$ cat src/rtl/cross_bus_pkg.sv
// Shared types and width helpers for the cross_bus_feeder byte queue and its ring storage.
package cross_bus_pkg;

  localparam int BUS_W      = 8;
  localparam int DROP_CNT_W = 8;
  localparam int SENT_CNT_W = 16;

  typedef logic [BUS_W-1:0] bus_byte_t;

  function automatic int ptr_w(input int depth);
    return (depth > 1) ? $clog2(depth) : 1;
  endfunction

  // Level must represent DEPTH itself, hence one bit more than the pointers.
  function automatic int lvl_w(input int depth);
    return ptr_w(depth) + 1;
  endfunction

endpackage

$ cat src/rtl/cross_bus_feeder_byte_ring.sv
// byte_ring: circular byte buffer with wrapping read/write pointers and a separate occupancy count.
module byte_ring
  import cross_bus_pkg::*;
#(
  parameter int DEPTH = 8
) (
  input  logic                      clk,
  input  logic                      rst_n,
  input  logic                      push,
  input  logic                      pop,
  input  logic                      flush,
  input  bus_byte_t                 data,
  output bus_byte_t                 head,
  output logic                      full,
  output logic                      empty,
  output logic [lvl_w(DEPTH)-1:0]   level
);

  localparam int PTR_W = ptr_w(DEPTH);
  localparam int LVL_W = lvl_w(DEPTH);

  bus_byte_t        mem [DEPTH];
  logic [PTR_W-1:0] wr_ptr;
  logic [PTR_W-1:0] rd_ptr;
  logic [LVL_W-1:0] count;

  // Power-of-two depth lets the pointers wrap by natural overflow.
  always_ff @(posedge clk) begin
    if (!rst_n) begin
      wr_ptr <= '0;
      rd_ptr <= '0;
      count  <= '0;
    end else if (flush) begin
      wr_ptr <= '0;
      rd_ptr <= '0;
      count  <= '0;
    end else begin
      if (push) wr_ptr <= wr_ptr + PTR_W'(1);
      if (pop)  rd_ptr <= rd_ptr + PTR_W'(1);
      count <= count + LVL_W'(push) - LVL_W'(pop);
    end
  end

  always_ff @(posedge clk) begin
    if (rst_n && push && !flush) mem[wr_ptr] <= data;
  end

  assign head  = mem[rd_ptr];
  assign full  = (count == LVL_W'(DEPTH));
  assign empty = (count == '0);
  assign level = count;

endmodule

$ cat src/rtl/cross_bus_feeder.sv
// cross_bus_feeder: byte queue feeding the flag/acknowledge bus crossing; pops only while Busy_clkA is low.
// Optional feature macro: CROSS_FEED_STATS_EN adds drop_cnt / sent_cnt counters.
module cross_bus_feeder
  import cross_bus_pkg::*;
#(
  parameter int DEPTH = 8
) (
  input  logic                      clkA,
  input  logic                      rstA_n,
  input  logic                      wr_en,
  input  logic [BUS_W-1:0]          wr_data,
  input  logic                      flush,
  input  logic                      Busy_clkA,
  output logic                      FlagIn_clkA,
  output logic [BUS_W-1:0]          BusIn,
  output logic                      full,
  output logic                      empty,
  output logic [lvl_w(DEPTH)-1:0]   level,
  output logic                      ovf
`ifdef CROSS_FEED_STATS_EN
  ,
  output logic [DROP_CNT_W-1:0]     drop_cnt,
  output logic [SENT_CNT_W-1:0]     sent_cnt
`endif
);

  logic pop;
  logic push;
  logic drop;

  // A pop is exactly the cycle the crossing captures BusIn.
  assign pop  = ~empty & ~Busy_clkA;
  assign push = wr_en & (~full | pop);
  assign drop = wr_en & full & ~pop;

  assign FlagIn_clkA = ~empty;

  byte_ring #(.DEPTH(DEPTH)) u_ring (
    .clk   (clkA),
    .rst_n (rstA_n),
    .push  (push),
    .pop   (pop),
    .flush (flush),
    .data  (wr_data),
    .head  (BusIn),
    .full  (full),
    .empty (empty),
    .level (level)
  );

  always_ff @(posedge clkA) begin
    if (!rstA_n)    ovf <= 1'b0;
    else if (flush) ovf <= 1'b0;
    else if (drop)  ovf <= 1'b1;
  end

`ifdef CROSS_FEED_STATS_EN
  // sent_cnt keeps counting across flush; a pop in a flush cycle is still a delivered byte.
  always_ff @(posedge clkA) begin
    if (!rstA_n) begin
      drop_cnt <= '0;
      sent_cnt <= '0;
    end else begin
      if (flush)                        drop_cnt <= '0;
      else if (drop && drop_cnt != '1)  drop_cnt <= drop_cnt + DROP_CNT_W'(1);
      if (pop)                          sent_cnt <= sent_cnt + SENT_CNT_W'(1);
    end
  end
`endif

endmodule

$ cat config.mk
export PLATFORM = sky130hd
export DESIGN_NAME = cross_bus_feeder
export DESIGN_NICKNAME = d
export VERILOG_FILES = /design/src/rtl/cross_bus_pkg.sv /design/src/rtl/cross_bus_feeder_byte_ring.sv /design/src/rtl/cross_bus_feeder.sv
export SDC_FILE = /design/constraint.sdc
export NUM_CORES = 1
export LEC_CHECK = 0
export CORE_UTILIZATION = 58
export CTS_BUF_LIST = sky130_fd_sc_hd__clkbuf_4
export CTS_CLUSTER_SIZE = 30
export DETAILED_ROUTE_END_ITERATION = 8
export PLACE_DENSITY = 0.92
export SYNTH_ARGS = -nofsm -noshare
export SYNTH_HDL_FRONTEND = slang
export SYNTH_SLANG_ARGS = --single-unit
$ cat constraint.sdc
create_clock -name clkA -period 3.4 [get_ports clkA]
set_input_delay 0.68 -clock clkA [delete_from_list [all_inputs] [get_ports clkA]]
set_output_delay 0.68 -clock clkA [all_outputs]
set_load 0.1 [all_outputs]
==> flow_summary_export.csv <==
group,metric,value,unit
sta,finalCritPeriodShare,82.89,%
worst_setup_path,worst_setup_path_start_kind,"flop",
place,place_ws,0.7567,ns
synthesis,ys_seq_area_share,68.51,%
floorplanning,rows,26,
clock_tree,cts.sinks,78,
global_routing,grt_pass1_vias,1741,
sta,slew_headroom,35.11,%
place,io_buffers,28,
clock_tree,cts_buffers,9,
clock_tree,post-cts-setup-buffers,0,
synthesis,syn_inst,178,
synthesis,synth_edf_count,64,
synthesis,synth.net_count,200,
global_routing,gr-total-overflow,0,
power,p_switching,0.001030,W
worst_setup_path,end_kind,"primary output",
global_routing,antenna_found_initial,0,
cells_and_area,fillCellCount,331,
route,dr.pass1.iters,4,
power,netSwitchingFraction,38.69,%
synthesis,synth.avg_cell_area,18.06,um2
cells_and_area,fin_cells,296,
worst_setup_path,crit_arrival,2.14,ns
route,vias,1670,
route,viasPerCell,5.642,
sta,finClkSkew,0.01996,ns
power,p_seq_share,41.1,%
cells_and_area,diodes,0,
hold_path,hold_class,"reg2reg",
clock_tree,cts_hold_buf,0,
power,pwr-share-clk,23.5,%
route,first_iter_violations,84,
cells_and_area,postLayoutCellArea,3757,um2
sta,setup_violations,0,
clock_tree,insertion_delay,0.43,ns
place,dp.cells,280,
cells_and_area,mostFrequentLayoutCell,"edfxtp_1",
worst_setup_path,cp.required,2.72,ns
worst_setup_path,cpPeakStageDelay,0.62,ns
synthesis,ys.flop_type,"edfxtp_1",
outcome,status,"completed",
cells_and_area,seq_area,2210,um2
floorplanning,fp.dieH,76.45,um
sta,rsz0062_at_grt,"false",
route,routed_wl,5419,um
place,gp_congestion,0.7640,
sta,setup_ws,0.5817,ns
floorplanning,start_util,61.37,%
sta,hold_viol,0,
clock_tree,cts_tree,"yes",
cells_and_area,area_growth,16.89,%
clock_tree,path_clk_slew,0.12,ns
route,wl_per_cell,18.31,um
power,p_leak,1.281,nW
floorplanning,top_level_ports,29,
cells_and_area,nNetsFinal,243,
power,p_comb_share,35.4,%
floorplanning,die_area,5844,um2
synthesis,yosysUniqueCellTypes,34,
place,dpl_cell_area,3593,um2
place,dpl.hpwl,3568,um
worst_setup_path,cpMaxStageDelayCell,"mux4_1",
power,ir_worst_vdd,1036,uV
global_routing,grt_usage,20.78,%
worst_setup_path,worstPathMaxFanout,16,
floorplanning,core-area,5238,um2
synthesis,ys_ff_latch,78,
worst_setup_path,crit_type,"reg2out",
cells_and_area,multi_input_area,925.9,um2
clock_tree,clk_path_buf_depth,2,
clock_tree,cts_resized,0,
synthesis,async_reset_ff_share,0,%
power,p_per_area,708.4,nW/um2
worst_setup_path,path_cells,"buf_4 -> mux4_1 -> mux2_2 -> buf_4",
power,internal_power,0.001632,W
cells_and_area,drive_above_1_share,23.45,%
route,drc,0,
clock_tree,h-tree-depth,3,
synthesis,yosysWarnings,0,
sta,layout_min_cycle_time,2.818,ns
sta,max_freq,354.8,MHz
global_routing,grt_first_pass_wirelength,8631,um
cells_and_area,final_cell_mix,"edfxtp_1 (64), buf_4 (22), clkdlybuf4s50_1 (16)",
sta,tightest_slew,0.9703,ns
run,drv_cap,0,
sta,drv_slew,0,
route,postRouteAntennaNets,0,
clock_tree,root_buffer,"clkbuf_4",
worst_setup_path,cp_common_cell,"buf_4",
synthesis,syn_area,3214,um2
global_routing,grt_max_degree,17,
sta,fin_tns_setup,0,ns
floorplanning,die_w,76.45,um
[critical path: cells and delay by family, from the launching register on]
family | cells | cell delay [ns]
flip-flops | 1 | 0.33
multiplexers | 2 | 0.90
buffers and inverters | 2 | 0.49
[state kept, by name, indices dropped and copies added (netlist names), named ones only]
signal	flops
ovf	1
u_ring.wr_ptr	3
u_ring.level	4
u_ring.rd_ptr	3
u_ring.mem	64
[kinds of logic after synthesis]
family	Yosys count	share of synthesized area, %
buffers and inverters	17	2.764
AO/OA/AOI/OAI	16	3.114
XOR/XNOR	1	0.2725
flip-flops	78	68.51
multiplexers	27	16.70
AND/OR/NAND/NOR	30	4.906
adder cells (fa/ha/maj)	9	3.737
[routing by layer]
layer	vias to the layer above	track usage (%)	wire length, um
li1	797	-	-
met1	827	26.40	2341
met2	38	33.33	2699
met3	8	6.108	303
met4	0	9.231	76
met5	-	0	0
[synthesized netlist by cell type, drive strengths merged (2+ instances only)]
master / instances / share of area [%]
buf: 4 / 1.2
a21oi: 6 / 0.93
clkbuf: 2 / 0.23
nand2b: 5 / 0.97
o211ai: 3 / 0.70
nor3: 4 / 0.62
nand2: 6 / 0.70
or3b: 2 / 0.55
dfxtp: 14 / 8.7
ha: 8 / 3.1
o21ai: 2 / 0.31
inv: 11 / 1.3
edfxtp: 64 / 60
mux4: 16 / 13
mux2: 8 / 2.8
mux2i: 3 / 0.93
nor2: 7 / 0.82
[final cells by class]
| cell class | count | area share [%] |
|---|---|---|
| multi-input combinational | 83 | 24.64 |
| tap | 70 | 2.331 |
| clock inverter | 7 | 2.564 |
| clock buffer | 9 | 1.798 |
| timing repair buffer | 38 | 8.658 |
| inverter | 11 | 1.199 |
| sequential | 78 | 58.81 |
[per-stage QoR]
step,util [%],hold WS [ns],power (W)
global placement,68.61,0.4346,0.002036
global route,71.74,0.5097,0.002766
floorplan,-,0.4533,0.001875
CTS,71.74,0.4565,0.002681
detailed placement,68.61,0.4444,0.002058
finish,71.74,0.4604,0.002662
[power groups by stage]
stage	clock (W)	combinational, W	sequential (W)
floorplan	0	0.000634	0.00124
global placement	0	0.000922	0.00111
detailed placement	0	0.000943	0.00111
CTS	0.000643	0.000946	0.00109
global route	0.000676	0.000992	0.00110
finish	0.000625	0.000943	0.00109
[path summary, 6_finish.rpt]
path	start	slack (ns)	end	cells after the start
setup reg to reg	u_ring.level[2]	0.91	u_ring.level[2]	12
hold / removal	ovf	0.46	ovf	2
hold reg to reg	ovf	0.46	ovf	2
setup / recovery	flop	0.58	BusIn[0]	4
No activity file was read; power rests on OpenSTA's default activity.
